**config.mk**
```make
export PLATFORM = sky130hd
export DESIGN_NAME = regfile_wr_arbiter_flat
export DESIGN_NICKNAME = d
export VERILOG_FILES = /design/src/rtl/rv_pkg.sv /design/src/rtl/regfile_wr_arbiter_if.sv /design/src/rtl/regfile_wr_arbiter_wr_fifo.sv /design/src/rtl/regfile_wr_arbiter.sv /design/src/flat_wrapper.sv
export SDC_FILE = /design/constraint.sdc
export NUM_CORES = 1
export LEC_CHECK = 0
export BUFFER_PORTS_ARGS = -buffer_cell sky130_fd_sc_hd__buf_4
export CAP_MARGIN = 0
export CORE_MARGIN = 4
export CORE_UTILIZATION = 50
export CTS_BUF_LIST = sky130_fd_sc_hd__clkbuf_8
export DETAILED_ROUTE_END_ITERATION = 7
export GPL_ROUTABILITY_DRIVEN = 0
export PLACE_DENSITY = 0.75
export SYNTH_ARGS = -nofsm -noshare
export SYNTH_HDL_FRONTEND = slang
export SYNTH_HIERARCHICAL = 1
export SYNTH_SLANG_ARGS = --single-unit
```
**constraint.sdc**
```tcl
create_clock -name clk -period 4.96 [get_ports clk]
set_input_delay 0.496 -clock clk [delete_from_list [all_inputs] [get_ports clk]]
set_output_delay 0.496 -clock clk [all_outputs]
set_load 0.005 [all_outputs]
```
**src/rtl/rv_pkg.sv**
```systemverilog
// rtl/rv_pkg.sv - shared register-file types and write-port grant encodings
package rv_pkg;
  localparam int XLEN      = 32;
  localparam int REG_IDX_W = 5;
  localparam int NUM_REGS  = 32;

  localparam logic [1:0] GNT_NONE = 2'd0;
  localparam logic [1:0] GNT_CORE = 2'd1;
  localparam logic [1:0] GNT_FIFO = 2'd2;
  localparam logic [1:0] GNT_HOST = 2'd3;

  typedef struct packed {
    logic [REG_IDX_W-1:0] idx;
    logic [XLEN-1:0]      data;
  } wr_entry_t;
endpackage

```
**src/rtl/regfile_wr_arbiter_if.sv**
```systemverilog
// rtl/regfile_wr_arbiter_if.sv - requester and register-file signals of the write arbiter
interface regfile_wr_arbiter_if;
  import rv_pkg::*;

  logic                 wb_en;
  logic [REG_IDX_W-1:0] wb_idx;
  logic [XLEN-1:0]      wb_data;
  logic [REG_IDX_W-1:0] rd_idx1;
  logic [REG_IDX_W-1:0] rd_idx2;
  logic                 acc_valid;
  logic                 acc_ready;
  logic [REG_IDX_W-1:0] acc_idx;
  logic [XLEN-1:0]      acc_data;
  logic                 host_req;
  logic [REG_IDX_W-1:0] host_idx;
  logic [XLEN-1:0]      host_data;
  logic                 host_ack;
  logic                 wr_en;
  logic [REG_IDX_W-1:0] wr_idx;
  logic [XLEN-1:0]      wr_data;
  logic                 hazard;
  logic [NUM_REGS-1:0]  pending_mask;

  modport slave (
    input  wb_en, wb_idx, wb_data, rd_idx1, rd_idx2,
    input  acc_valid, acc_idx, acc_data,
    input  host_req, host_idx, host_data,
    output acc_ready, host_ack, wr_en, wr_idx, wr_data, hazard, pending_mask
  );

  modport master (
    output wb_en, wb_idx, wb_data, rd_idx1, rd_idx2,
    output acc_valid, acc_idx, acc_data,
    output host_req, host_idx, host_data,
    input  acc_ready, host_ack, wr_en, wr_idx, wr_data, hazard, pending_mask
  );
endinterface

```
**src/rtl/regfile_wr_arbiter_wr_fifo.sv**
```systemverilog
// rtl/regfile_wr_arbiter_wr_fifo.sv - accelerator result FIFO of {idx, data} entries
module wr_fifo
  import rv_pkg::*;
#(
  parameter int DEPTH = 4,
  parameter int AW    = 2
) (
  input  logic      clk,
  input  logic      rst,
  input  logic      push,
  input  wr_entry_t push_entry,
  input  logic      pop,
  output logic      full,
  output logic      empty,
  output logic [AW:0] count,
  output wr_entry_t head
);
  localparam logic [AW:0] FULL_CNT = (AW+1)'(DEPTH);

  wr_entry_t       mem [DEPTH];
  logic [AW-1:0]   head_ptr;
  logic [AW-1:0]   tail_ptr;

  always_ff @(posedge clk or negedge rst) begin
    if (!rst) begin
      head_ptr <= '0;
      tail_ptr <= '0;
      count    <= '0;
    end else begin
      if (push) tail_ptr <= tail_ptr + 1'b1;
      if (pop)  head_ptr <= head_ptr + 1'b1;
      case ({push, pop})
        2'b10:   count <= count + 1'b1;
        2'b01:   count <= count - 1'b1;
        default: count <= count;
      endcase
    end
  end

  always_ff @(posedge clk) begin
    if (push) mem[tail_ptr] <= push_entry;
  end

  assign full  = (count == FULL_CNT);
  assign empty = (count == '0);
  assign head  = mem[head_ptr];
endmodule

```
**src/rtl/regfile_wr_arbiter.sv**
```systemverilog
// rtl/regfile_wr_arbiter.sv - shares the register-file write port between core, accelerator FIFO and host
module regfile_wr_arbiter
  import rv_pkg::*;
#(
  parameter int DEPTH = 4,
  parameter int AW    = 2
) (
  input logic                 clk,
  input logic                 rst,
  regfile_wr_arbiter_if.slave bus
);
  localparam logic [AW:0] FULL_CNT = (AW+1)'(DEPTH);

  logic                full;
  logic                empty;
  logic [AW:0]         count;
  wr_entry_t           head;
  wr_entry_t           push_entry;
  logic [NUM_REGS-1:0] pending_mask;
  logic [NUM_REGS-1:0] set_mask;
  logic [NUM_REGS-1:0] clr_mask;
  logic [1:0]          grant;
  logic [1:0]          rr_last;
  logic                push;
  logic                pop;
  logic                core_elig;

  assign push_entry = '{idx: bus.acc_idx, data: bus.acc_data};

  wr_fifo #(.DEPTH(DEPTH), .AW(AW)) u_fifo (
    .clk        (clk),
    .rst        (rst),
    .push       (push),
    .push_entry (push_entry),
    .pop        (pop),
    .full       (full),
    .empty      (empty),
    .count      (count),
    .head       (head)
  );

  always_ff @(posedge clk) begin
    if (rst) assert (full == (count == FULL_CNT));
  end

  // One queued write per register keeps FIFO order and register order identical.
  assign bus.acc_ready    = ~full & ~pending_mask[bus.acc_idx];
  assign push             = bus.acc_valid & bus.acc_ready & (bus.acc_idx != '0);
  assign core_elig        = bus.wb_en & (bus.wb_idx != '0) & ~pending_mask[bus.wb_idx];
  assign bus.hazard       = pending_mask[bus.rd_idx1] | pending_mask[bus.rd_idx2]
                          | (bus.wb_en & pending_mask[bus.wb_idx]);
  assign bus.pending_mask = pending_mask;

  always_comb begin
    grant = GNT_NONE;
    if (core_elig)                grant = GNT_CORE;
    else if (!empty && bus.host_req) grant = (rr_last == GNT_HOST) ? GNT_FIFO : GNT_HOST;
    else if (!empty)              grant = GNT_FIFO;
    else if (bus.host_req)        grant = GNT_HOST;
  end

  assign pop          = (grant == GNT_FIFO);
  assign bus.host_ack = (grant == GNT_HOST);

  always_comb begin
    bus.wr_en   = 1'b0;
    bus.wr_idx  = '0;
    bus.wr_data = '0;
    case (grant)
      GNT_CORE: begin
        bus.wr_en   = 1'b1;
        bus.wr_idx  = bus.wb_idx;
        bus.wr_data = bus.wb_data;
      end
      GNT_FIFO: begin
        bus.wr_en   = 1'b1;
        bus.wr_idx  = head.idx;
        bus.wr_data = head.data;
      end
      GNT_HOST: begin
        bus.wr_en   = (bus.host_idx != '0);
        bus.wr_idx  = bus.host_idx;
        bus.wr_data = bus.host_data;
      end
      default: ;
    endcase
  end

  assign set_mask = push ? (NUM_REGS'(1) << bus.acc_idx) : '0;
  assign clr_mask = pop  ? (NUM_REGS'(1) << head.idx)    : '0;

  always_ff @(posedge clk or negedge rst) begin
    if (!rst) begin
      pending_mask <= '0;
      rr_last      <= GNT_HOST;
    end else begin
      pending_mask <= (pending_mask & ~clr_mask) | set_mask;
      if (grant == GNT_FIFO || grant == GNT_HOST) rr_last <= grant;
    end
  end
endmodule

```
**src/flat_wrapper.sv**
```systemverilog
// flat-port wrapper written by rule: the top's interface ports become plain ports
module regfile_wr_arbiter_flat import rv_pkg::*;
#(
  parameter int DEPTH = 4,
  parameter int AW    = 2
)
  (clk, rst, bus_wb_en, bus_wb_idx, bus_wb_data, bus_rd_idx1, bus_rd_idx2, bus_acc_valid, bus_acc_idx, bus_acc_data, bus_host_req, bus_host_idx, bus_host_data, bus_acc_ready, bus_host_ack, bus_wr_en, bus_wr_idx, bus_wr_data, bus_hazard, bus_pending_mask);
  regfile_wr_arbiter_if bus_i ();
  input logic clk;
  input logic rst;
  input wire logic [$bits(bus_i.wb_en)-1:0] bus_wb_en;
  input wire logic [$bits(bus_i.wb_idx)-1:0] bus_wb_idx;
  input wire logic [$bits(bus_i.wb_data)-1:0] bus_wb_data;
  input wire logic [$bits(bus_i.rd_idx1)-1:0] bus_rd_idx1;
  input wire logic [$bits(bus_i.rd_idx2)-1:0] bus_rd_idx2;
  input wire logic [$bits(bus_i.acc_valid)-1:0] bus_acc_valid;
  input wire logic [$bits(bus_i.acc_idx)-1:0] bus_acc_idx;
  input wire logic [$bits(bus_i.acc_data)-1:0] bus_acc_data;
  input wire logic [$bits(bus_i.host_req)-1:0] bus_host_req;
  input wire logic [$bits(bus_i.host_idx)-1:0] bus_host_idx;
  input wire logic [$bits(bus_i.host_data)-1:0] bus_host_data;
  output wire logic [$bits(bus_i.acc_ready)-1:0] bus_acc_ready;
  output wire logic [$bits(bus_i.host_ack)-1:0] bus_host_ack;
  output wire logic [$bits(bus_i.wr_en)-1:0] bus_wr_en;
  output wire logic [$bits(bus_i.wr_idx)-1:0] bus_wr_idx;
  output wire logic [$bits(bus_i.wr_data)-1:0] bus_wr_data;
  output wire logic [$bits(bus_i.hazard)-1:0] bus_hazard;
  output wire logic [$bits(bus_i.pending_mask)-1:0] bus_pending_mask;
  assign bus_i.wb_en = bus_wb_en;
  assign bus_i.wb_idx = bus_wb_idx;
  assign bus_i.wb_data = bus_wb_data;
  assign bus_i.rd_idx1 = bus_rd_idx1;
  assign bus_i.rd_idx2 = bus_rd_idx2;
  assign bus_i.acc_valid = bus_acc_valid;
  assign bus_i.acc_idx = bus_acc_idx;
  assign bus_i.acc_data = bus_acc_data;
  assign bus_i.host_req = bus_host_req;
  assign bus_i.host_idx = bus_host_idx;
  assign bus_i.host_data = bus_host_data;
  assign bus_acc_ready = bus_i.acc_ready;
  assign bus_host_ack = bus_i.host_ack;
  assign bus_wr_en = bus_i.wr_en;
  assign bus_wr_idx = bus_i.wr_idx;
  assign bus_wr_data = bus_i.wr_data;
  assign bus_hazard = bus_i.hazard;
  assign bus_pending_mask = bus_i.pending_mask;
  regfile_wr_arbiter #(.DEPTH(DEPTH), .AW(AW)) u_core (.clk(clk), .rst(rst), .bus(bus_i));
endmodule
```
==> results of run 1 <==
[power by group through the flow]
stage	combinational [µW]	sequential [µW]	clock [µW]
2_1_floorplan	1730	2320	0
3_3_place_gp	2710	2450	0
3_5_place_dp	2780	2490	0
4_1_cts	2790	2450	985
5_1_grt	3020	2500	1050
6_report	2800	2450	965
[cell usage after synthesis, drive strengths merged (2+ instances only)]
library cell	count
a211oi	4
a21oi	38
a222oi	35
a22o	3
a22oi	2
and2	7
buf	15
clkbuf	30
dfrtp	39
dfstp	2
edfxtp	148
ha	9
inv	9
mux2	2
mux2i	20
mux4	69
nand2	14
nand2b	5
nand3	7
nand3b	3
nand4	2
nand4b	3
nor2	7
nor2b	5
nor3	3
o21a	2
o21ai	58
o31ai	9
or2	2
or3	5
or3b	2
or4	2
xnor2	2
xor2	4
[worst max-delay path: stages, from the launching register on]
cell and delay (ns):
dfrtp_1 0.48, mux2i_1 0.11, mux4_2 0.46, a22oi_1 0.49
a21o_1 0.36, nand2_1 0.15, ha_1 0.23, buf_4 0.26
a22o_1 0.30, a211oi_1 0.20, a211oi_1 0.15, buf_4 0.19
[flip-flops by register name (all words and copies together) (netlist names)]
| register | count |
|---|---|
| u_core/u_fifo/mem | 148 |
| u_core/bus.pending_mask | 32 |
| u_core/u_fifo/count | 3 |
| u_core/rr_last | 2 |
| u_core/u_fifo/head_ptr | 2 |
| u_core/u_fifo/tail_ptr | 2 |
[worst paths after layout]
path,to,cells past startpoint,startpoint,slack [ns]
worst max-delay path,bus_wr_idx[4],11,u_core/bus.pending_mask[26],0.63
worst min-delay path,u_core/u_fifo/mem[3][10],1,bus_acc_data[10],0.22
worst max register to register,u_core/u_fifo/count[2],13,u_core/bus.pending_mask[26],1.10
worst min register to register,u_core/u_fifo/count[2],1,u_core/u_fifo/count[2],0.50
max in group asynchronous,u_core/u_fifo/head_ptr[0],2,rst,4.02
min in group asynchronous,u_core/u_fifo/tail_ptr[1],2,rst,0.54
[through the flow]
step / hold slack (ns) / setup slack [ns] / utilization (%) / instance area (µm²)
detailed placement: 0.485 / 0.875 / 60.1 / 10800
global route: 0.183 / 0.444 / 62.3 / 11200
floorplan: 0.200 / 1.26 / - / 9160
global placement: 0.475 / 0.982 / 60.1 / 10800
finish: 0.221 / 0.630 / 62.3 / 11200
CTS: 0.192 / 0.654 / 62.3 / 11200
[routing by layer]
layer / global-route usage [%] / vias up
met1: 30.4 / 3237
met5: 0 / -
met4: 7.09 / 2
met3: 6.39 / 46
li1: - / 2781
met2: 38.1 / 430
[repair_timing]
| action | in CTS | in global routing |
|---|---|---|
| hold buffers | 1 | 0 |
| buffers inserted | 0 | 0 |
| hold endpoints to repair | 8 | 0 |
[cell usage in the layout, fill, tap and decap left out, types with 4 or more instances in the layout]
cell type | Yosys | layout
or3_1 | 5 | 5
o21ai_1 | 9 | 9
o21ai_0 | 49 | 49
inv_1 | 9 | 9
dfrtp_1 | 39 | 38
nand3_1 | 7 | 7
nor2b_1 | 5 | 4
ha_1 | 9 | 8
mux2i_1 | 20 | 20
edfxtp_1 | 148 | 148
nand2_1 | 13 | 13
buf_4 | 8 | 209
and2_2 | 0 | 4
a21oi_1 | 38 | 38
mux4_2 | 69 | 69
xor2_1 | 4 | 4
a222oi_1 | 35 | 35
a211oi_1 | 4 | 4
o31ai_1 | 9 | 9
clkbuf_8 | 0 | 17
nor2_1 | 7 | 7
nand2b_1 | 5 | 5
inv_8 | 0 | 6
[logic make-up after synthesis]
kind of cell | synth area share [%]
compound gates | 11.5
xor+xnor | 0.574
fa+ha+maj | 1.45
buf+inv | 2.84
flops | 59.8
mux | 19.4
simple gates | 4.41
[area by class of cell]
class | instances | area (µm²)
clock buffer | 17 | 234
clock inverter | 14 | 144
fill | 1321 | 6780
inverter | 9 | 33.8
multi-input combinational | 334 | 3430
sequential | 189 | 5470
tap | 229 | 287
timing repair buffer | 210 | 1580
==> impl_metrics.csv, run 1 <==
group,metric,value,unit
detailed_routing,avgRoutedWirePerCell,23.8,µm
grt,grt_antenna_before_repair,1,
floorplan,pin_count,199,
detailed_routing,dr.pass1.iters,6,
final_layout,fin_cells,1002,
yosys,syn_area,9160,µm²
timing,worst_slew_pin_slew,1.04,ns
clock_network,clkTransAtPathRegs,0.11,ns
grt,track_usage,23.1,%
final_layout,diodes,0,
clock_network,worstSkewPairLatency,0.47,ns
worst_setup_path,cp_max_fo,37,
clock_network,htree_levels,4,
power_and_ir_drop,leakage,0.00416,µW
yosys,synth-seq-area-share,59.8,%
clock_network,cts_root_buf,"clkbuf_8",
power_and_ir_drop,seqPwrFrac,39.4,%
yosys,synthCells,577,
yosys,ys.flop_type,"edfxtp_1",
yosys,synth-edff-count,148,
power_and_ir_drop,switching_power,2320,µW
grt,overflow,0,
clock_network,cts_tree,"yes",
detailed_routing,drtIter0Drc,762,
timing,rsz0062_at_grt,"no",
worst_hold_path,min_path_type,"in -> reg",
run_status,status,"complete, no violations",
floorplan,die_y,143,µm
power_and_ir_drop,peakVddDrop,0.304,mV
clock_network,cts.sinks,189,
floorplan,rows,49,
detailed_routing,routed-via-count,6496,
timing,finalMaxSlewViolations,0,
yosys,synth.area.top_cells,"edfxtp_1 (49%), mux4_2 (17%), dfrtp_1 (11%)",
grt,grt_pass1_vias,6530,
timing,period_needed,4.33,ns
clock_network,clockBufferDepth,2,
clock_network,cts_buffers,17,
floorplan,core-area,18000,µm²
worst_setup_path,worst_ep_required_time,4.46,ns
floorplan,die_area,20500,µm²
final_layout,drive_gt1_share,42.3,%
worst_setup_path,critical_path_class,"reg -> out",
place,placed_cells,970,
detailed_routing,route.met3.wl,2560,µm
timing,fmax,231,MHz
floorplan,die_w,143,µm
power_and_ir_drop,p_total,6220,µW
detailed_routing,wl_met1,9010,µm
detailed_routing,postRouteAntennaNets,0,
detailed_routing,dr.max_layer_used,"met5",
yosys,synthArstFlopShare,21.7,%
timing,hold_violations,0,
final_layout,areaGrowthSynthToFinish,22.2,%
yosys,syn_avg_cell_area,15.9,µm²
yosys,yosysWarnings,6,
timing,finalCritPeriodShare,87.3,%
final_layout,fin_nets,897,
power_and_ir_drop,switching_share,37.3,%
place,dpl.hpwl,17000,µm
worst_setup_path,arrival,3.83,ns
timing,max_slew_margin,30.6,%
yosys,synth_nets,713,
yosys,synth.distinct_cells,49,
yosys,ys_seq_elements,189,
detailed_routing,totalWireLength,23800,µm
clock_network,post_cts_resized,0,
floorplan,initial_core_util,51.0,%
power_and_ir_drop,pwr_density_cell,556,nW/µm²
timing,setup_tns,0,ns
grt,grt_pass1_wl,36100,µm
detailed_routing,vias_per_cell,6.48,
worst_setup_path,endpoint_kind,"primary output",
yosys,yosys.area.top_type_share,48.5,%
yosys,synth_top_cell_by_area,"edfxtp_1",
power_and_ir_drop,p_int,3900,µW
detailed_routing,drc,0,
timing,worst_clock_skew,0.0197,ns
power_and_ir_drop,clkPwrFrac,15.5,%
grt,grt_max_degree,42,
timing,finalSetupViolCount,0,
flow_run,max_cap_viol_count,0,
place,io_buffers,198,
power_and_ir_drop,p_comb_share,45.1,%
worst_setup_path,cp-start-kind,"flop",
detailed_routing,dr_wl_met2,11800,µm
Power figures use the tool's default switching activity.
==> run 2, diff against run 1 <==
--- a/config.mk
+++ b/config.mk
@@ -8,11 +8,11 @@
 export BUFFER_PORTS_ARGS = -buffer_cell sky130_fd_sc_hd__buf_4
 export CAP_MARGIN = 0
 export CORE_MARGIN = 4
-export CORE_UTILIZATION = 50
+export CORE_UTILIZATION = 35
 export CTS_BUF_LIST = sky130_fd_sc_hd__clkbuf_8
 export DETAILED_ROUTE_END_ITERATION = 7
 export GPL_ROUTABILITY_DRIVEN = 0
-export PLACE_DENSITY = 0.75
+export PLACE_DENSITY = 0.56
 export SYNTH_ARGS = -nofsm -noshare
 export SYNTH_HDL_FRONTEND = slang
 export SYNTH_HIERARCHICAL = 1
==> run 2 against run 1 <==
Effect of this change:
- the run now ends with DRC left
- maximum frequency shrank 0.11%
- first-iteration DRC count shrank 15%
- global-route usage shrank 5.5 points
- flip-flop and latch count is the same
- critical path type unchanged
- sequential power grew 4%
- design area grew 1.2%
- non-clock buffer count grew 1
- count of clock-buffer cells in the layout is the same
- sequential share of layout area shrank 0.56 points
- power grew 0.21%
- core utilization shrank 18 points
- worst setup slack lost 0.0049 ns
==> impl_metrics.csv, run 2 (synthesis results as in run 1) <==
group,metric,value,unit
power_and_ir_drop,p_int,3930,µW
power_and_ir_drop,clkPwrFrac,15.2,%
clock_network,clockBufferDepth,2,
detailed_routing,postRouteAntennaNets,0,
floorplan,core-area,25500,µm²
detailed_routing,drtIter0Drc,650,
worst_setup_path,arrival,3.84,ns
final_layout,areaGrowthSynthToFinish,23.6,%
place,dpl.hpwl,18300,µm
worst_setup_path,cp_num_buf_inv,2,
final_layout,largest_reg_flops,148,
clock_network,cts.sinks,189,
flow_run,max_cap_viol_count,0,
floorplan,die_y,170,µm
worst_setup_path,crit_path_frequent_cell,"buf_4",
run_status,status,"complete, but fails checks",
grt,grt_antenna_before_repair,2,
grt,grt_max_degree,42,
clock_network,ctsHoldBuffers,0,
power_and_ir_drop,p_comb_share,43.9,%
clock_network,cts_buffers,17,
timing,finalMaxSlewViolations,0,
timing,fmax,231,MHz
worst_hold_path,min_path_type,"in -> async",
final_layout,multi_input_area,3440,µm²
worst_setup_path,endpoint_kind,"primary output",
timing,max_slew_margin,30.6,%
final_layout,diodes,0,
timing,finalSetupViolCount,0,
worst_setup_path,r2r_setup_slack,1.20,ns
timing,hold_violations,0,
timing,setup_tns,0,ns
final_layout,fin_nets,898,
clock_network,htree_levels,4,
power_and_ir_drop,pwr_density_cell,551,nW/µm²
clock_network,cts_root_buf,"clkbuf_8",
worst_setup_path,critical_path_class,"reg -> out",
worst_setup_path,worst_ep_required_time,4.46,ns
final_layout,seq_area,5480,µm²
timing,finalCritPeriodShare,87.4,%
detailed_routing,routed-via-count,6369,
detailed_routing,totalWireLength,25500,µm
final_layout,fin_util,44.4,%
floorplan,die_area,28800,µm²
grt,grt_pass1_vias,6692,
final_layout,largest_register,"u_core/u_fifo/mem",
timing,worst_slew_pin_slew,1.04,ns
clock_network,cts_tree,"yes",
floorplan,die_w,170,µm
timing,whs,0.0281,ns
detailed_routing,avgRoutedWirePerCell,23.1,µm
floorplan,rows,58,
clock_network,post_cts_resized,0,
timing,rsz0062_at_grt,"no",
power_and_ir_drop,peakVddDrop,0.248,mV
worst_setup_path,cp_max_fo,33,
grt,overflow,0,
power_and_ir_drop,switching_power,2300,µW
final_layout,drive_gt1_share,42.5,%
worst_setup_path,critPathSlowestCell,"dfrtp_1",
detailed_routing,dr.pass1.iters,8,
clock_network,clkTransAtPathRegs,0.09,ns
final_layout,fill_cells,2282,
final_layout,layout_common_cells,"buf_4 (211), edfxtp_1 (148), mux4_2 (69), o21ai_0 (49), a21oi_1 (38)",
run_status,violations,"DRC",
worst_setup_path,cpLargestDelayFamily,"compound AO/OA/AOI/OAI gates",
floorplan,pin_count,199,
floorplan,initial_core_util,35.9,%
worst_setup_path,cp-start-kind,"flop",
grt,track_usage,17.6,%
final_layout,final_common_cell,"buf_4",
grt,grt_pass1_wl,38800,µm
clock_network,post-cts-setup-buffers,0,
place,io_buffers,198,
detailed_routing,drc,12,
worst_setup_path,max_stage_delay,0.57,ns
final_layout,largestRegisters,"u_core/u_fifo/mem x148, u_core/bus.pending_mask x32, u_core/u_fifo/count x3",
timing,worst_clock_skew,0.0179,ns
power_and_ir_drop,switching_share,36.9,%
clock_network,worstSkewPairLatency,0.45,ns
worst_setup_path,crit_chain,"mux2i_1 > mux4_2 > a22oi_1 > a21o_1 > and2_1 > ha_2 > buf_4 > a222oi_1 > a21oi_1 > buf_4",
detailed_routing,vias_per_cell,5.76,
timing,period_needed,4.33,ns
power_and_ir_drop,seqPwrFrac,40.9,%
power_and_ir_drop,leakage,0.00417,µW
## run 2: cell types whose count changed in the layout (fill, tap and decap cells not counted), sizes merged
cell | before | now
inv | 18 | 15
buf | 209 | 211
dlygate4sd3 | 1 | 0
clkinvlp | 1 | 2
bufinv | 0 | 1
clkinv | 4 | 6
## run 2: power groups by stage
stage / Combinational, µW / Clock (µW) / Sequential (µW)
CTS: 2760 / 977 / 2550
floorplan: 1730 / 0 / 2320
global route: 2980 / 1050 / 2600
detailed placement: 2750 / 0 / 2580
global placement: 2710 / 0 / 2560
finish: 2740 / 948 / 2550
## run 2: path summary, 6_finish.rpt
kind	start	endpoint	depth (start not counted)
worst max-delay path	u_core/bus.pending_mask[26]	bus_wr_data[16]	10
worst min-delay path	rst	u_core/bus.pending_mask[8]	1
worst max register to register	u_core/bus.pending_mask[26]	u_core/u_fifo/mem[1][14]	7
worst min register to register	u_core/u_fifo/count[0]	u_core/u_fifo/count[0]	1
max in group asynchronous	rst	u_core/u_fifo/head_ptr[1]	1
min in group clk	bus_acc_data[10]	u_core/u_fifo/mem[0][10]	1
## run 2: worst register-to-register path: stages, from the launching register on
cell      delay, ns
dfrtp_1        0.52
mux4_2         0.51
mux2_2         0.32
a221oi_4       0.38
nand2_2        0.21
nor2_1         0.50
and2_2         0.71
buf_4          0.32
## run 2: final cells by class
| type | instances | share of cell area, % |
|---|---|---|
| clock buffers | 17 | 2.07 |
| inverters | 9 | 0.299 |
| repair buffers | 211 | 14.0 |
| clock inverters | 15 | 1.22 |
| flip-flops and latches | 189 | 48.4 |
| well taps | 330 | 3.65 |
| multi-input cells | 334 | 30.4 |
## run 2: layer usage
metal / wire [µm] / vias up / global-route usage (%)
li1: - / 2793 / -
met1: 10300 / 3225 / 23.3
met2: 12400 / 318 / 29.2
met3: 2410 / 29 / 4.75
met4: 366 / 4 / 4.06
met5: 27 / - / 0
## run 2: stage by stage
step	area, µm²	worst slack [ns]	power [µW]	std cells
2_1_floorplan	9160	1.26	4050	577
3_3_place_gp	10900	0.917	5270	1073
3_5_place_dp	10900	0.831	5330	1073
4_1_cts	11300	0.609	6290	1105
5_1_grt	11300	0.295	6630	1105
6_report	11300	0.625	6230	1105
==> run 3, diff against run 2 <==
--- a/config.mk
+++ b/config.mk
@@ -5,14 +5,17 @@
 export SDC_FILE = /design/constraint.sdc
 export NUM_CORES = 1
 export LEC_CHECK = 0
+export ABC_AREA = 1
 export BUFFER_PORTS_ARGS = -buffer_cell sky130_fd_sc_hd__buf_4
 export CAP_MARGIN = 0
+export CELL_PAD_IN_SITES_DETAIL_PLACEMENT = 1
+export CELL_PAD_IN_SITES_GLOBAL_PLACEMENT = 1
 export CORE_MARGIN = 4
 export CORE_UTILIZATION = 35
 export CTS_BUF_LIST = sky130_fd_sc_hd__clkbuf_8
 export DETAILED_ROUTE_END_ITERATION = 7
 export GPL_ROUTABILITY_DRIVEN = 0
-export PLACE_DENSITY = 0.56
+export PLACE_DENSITY = 0.7
 export SYNTH_ARGS = -nofsm -noshare
 export SYNTH_HDL_FRONTEND = slang
 export SYNTH_HIERARCHICAL = 1
==> run 3 against run 2 <==
Effect of this change:
- the flow now finishes without violations
- core utilization down 1.8 points
- cell count increased by 63%
- routed wire length is 35% higher
- synthesized cell count rose by 110%
- first-iteration DRC count grew 15%
- count of clock-buffer cells in the layout unchanged
- power is 6.8% higher
- sequential share of layout area fell by 5.1 points
- worst setup slack better by 0.33 ns
- combinational power grew 15%
- critical path depth increased by 5
==> impl_metrics.csv, run 3 <==
group,metric,value,unit
final_layout,fill_cells,3544,
power_and_ir_drop,leakage,0.00574,µW
timing,fmax,250,MHz
detailed_routing,dr.pass1.iters,5,
yosys,ys.flop_type,"edfxtp_1",
timing,worst_clock_skew,0.0316,ns
yosys,synth-edff-count,148,
clock_network,cts_tree,"yes",
timing,worst_slew_pin_slew,1.13,ns
detailed_routing,avgRoutedWirePerCell,19.1,µm
yosys,syn_area,10600,µm²
final_layout,diodes,0,
grt,track_usage,20.5,%
yosys,yosys.cell_count.top_type,"nand2_1",
final_layout,drive_gt1_share,22.4,%
yosys,ys_seq_elements,189,
clock_network,post-cts-setup-buffers,0,
power_and_ir_drop,seqPwrFrac,36.5,%
floorplan,die_w,182,µm
yosys,synth_nets,1369,
yosys,synthArstFlopShare,21.7,%
yosys,synth.distinct_cells,35,
detailed_routing,postRouteAntennaNets,0,
final_layout,final_common_cell,"nand2_1",
final_layout,layout_common_cells,"nand2_1 (358), buf_4 (216), inv_1 (157), edfxtp_1 (148), nand3_1 (97)",
power_and_ir_drop,pwr_density_cell,526,nW/µm²
final_layout,largest_register,"u_core/u_fifo/mem",
yosys,syn_avg_cell_area,8.56,µm²
timing,period_needed,4.00,ns
worst_setup_path,arrival,3.51,ns
place,dpl.hpwl,24800,µm
place,placedInstanceArea,12200,µm²
clock_network,cts_buffers,17,
floorplan,core-area,29700,µm²
grt,overflow,0,
yosys,synth_top_cell_by_area,"edfxtp_1",
yosys,synth.area.top_cells,"edfxtp_1 (42%), nand2_1 (13%), dfrtp_1 (9.2%)",
clock_network,cts_root_buf,"clkbuf_8",
power_and_ir_drop,switching_power,3000,µW
timing,hold_violations,0,
grt,grt_pass1_vias,9446,
power_and_ir_drop,p_comb_share,47.2,%
power_and_ir_drop,switching_share,45.1,%
final_layout,largest_reg_flops,148,
detailed_routing,drc,0,
clock_network,clockBufferDepth,2,
power_and_ir_drop,peakVddDrop,0.238,mV
clock_network,post_cts_resized,0,
grt,grt_pass1_wl,53900,µm
clock_network,clkTransAtPathRegs,0.14,ns
timing,finalWorstSetupSlack,0.956,ns
clock_network,htree_levels,4,
worst_setup_path,cp-start-kind,"flop",
yosys,synth_common_cells,"nand2_1 (358), inv_1 (157), edfxtp_1 (148), nand3_1 (97), o21ai_0 (77)",
worst_setup_path,worst_ep_required_time,4.46,ns
grt,grt_antenna_before_repair,0,
worst_setup_path,endpoint_kind,"primary output",
timing,setup_tns,0,ns
power_and_ir_drop,clkPwrFrac,16.3,%
worst_setup_path,critical_path_class,"reg -> out",
yosys,yosysWarnings,6,
timing,max_slew_margin,24.7,%
floorplan,die_y,182,µm
place,io_buffers,198,
flow_run,max_cap_viol_count,0,
yosys,yosys.area.top_type_share,42.1,%
detailed_routing,drtIter0Drc,747,
clock_network,ctsHoldBuffers,0,
run_status,status,"complete, no violations",
floorplan,pin_count,199,
timing,finalMaxSlewViolations,0,
worst_hold_path,min_path_type,"in -> async",
detailed_routing,routed-via-count,9290,
timing,finalSetupViolCount,0,
floorplan,rows,63,
worst_setup_path,cp_max_fo,19,
floorplan,die_area,33000,µm²
timing,rsz0062_at_grt,"no",
final_layout,largestRegisters,"u_core/u_fifo/mem x148, u_core/bus.pending_mask x32, u_core/u_fifo/count x3",
yosys,synthCells,1233,
clock_network,worstSkewPairLatency,0.48,ns
final_layout,areaGrowthSynthToFinish,19.9,%
final_layout,final_area,12700,µm²
timing,whs,0.0138,ns
power_and_ir_drop,p_int,3650,µW
timing,finalCritPeriodShare,80.7,%
clock_network,cts.sinks,189,
detailed_routing,vias_per_cell,5.16,
place,dpl_worst_slack,1.22,ns
final_layout,fin_nets,1532,
grt,grt_max_degree,89,
yosys,synth-seq-area-share,51.8,%
detailed_routing,totalWireLength,34400,µm
floorplan,initial_core_util,35.5,%
## run 3: worst max-delay path, cell delays in order, from the launching register on
cell     delay [ns]
dfrtp_1        0.56
inv_1          0.07
nand2_1        0.06
nand3_1        0.07
nand3_1        0.09
nand3_1        0.10
nand2_1        0.10
nand2_2        0.08
a21oi_1        0.31
ha_1           0.23
buf_4          0.26
nand2_1        0.43
o21ai_0        0.26
inv_1          0.07
a21oi_1        0.17
buf_4          0.15
## run 3: path summary, 6_finish.rpt
| kind | to | startpoint | slack, ns | cells past startpoint |
|---|---|---|---|---|
| setup reg to reg | u_core/u_fifo/count[1] | u_core/bus.pending_mask[19] | 1.71 | 16 |
| max in group asynchronous | u_core/u_fifo/head_ptr[0] | rst | 4.51 | 1 |
| hold reg to reg | u_core/rr_last[1] | u_core/rr_last[1] | 0.50 | 2 |
| hold / removal | u_core/bus.pending_mask[13] | rst | 0.01 | 1 |
| setup / recovery | bus_wr_idx[4] | u_core/bus.pending_mask[27] | 0.96 | 15 |
| min in group clk | u_core/u_fifo/mem[2][13] | bus_acc_data[13] | 0.22 | 1 |
## run 3: area by class of cell
type,instances,area [µm²],share of cell area (%)
Clock inverter,15,199,1.57
Inverter,185,699,5.53
Timing Repair Buffer,216,1620,12.8
Multi-Input combinational cell,787,3930,31.1
Tap cell,390,488,3.86
Clock buffer,17,234,1.85
Sequential cell,189,5480,43.3
## run 3: stage by stage
step	utilization (%)	cells	total power (µW)
finish	42.6	1799	6650
global route	42.6	1799	7140
CTS	42.6	1799	6700
detailed placement	41.1	1767	5610
global placement	41.1	1767	5540
floorplan	-	1233	4270
## run 3: power by group through the flow
stage               Combinational [µW]  Clock, µW  Sequential (µW)
finish                            3140       1080             2430
global route                      3480       1180             2480
CTS                               3150       1120             2430
detailed placement                3140          0             2460
global placement                  3100          0             2440
floorplan                         1980          0             2280
## run 3: kinds of logic (layout without fill, tap and decap cells)
group | count (synthesis) | count (layout) | synth area share, %
and+or+nand+nor | 578 | 578 | 23.9
buffers and inverters | 257 | 433 | 10.9
AOI/OAI and AO/OA | 195 | 195 | 11.8
DFF | 189 | 189 | 51.8
adders and majority gates | 10 | 10 | 1.26
xor gates and xnor gates | 4 | 4 | 0.332
## run 3: layer usage
layer  GRT usage (%)  vias up  share of wire (%)
li1                -     4439                  -
met1            29.0     4548                 46
met2            33.9      284                 48
met3            3.17       19                5.2
met4            3.69        0               0.81
met5               0        -                  0
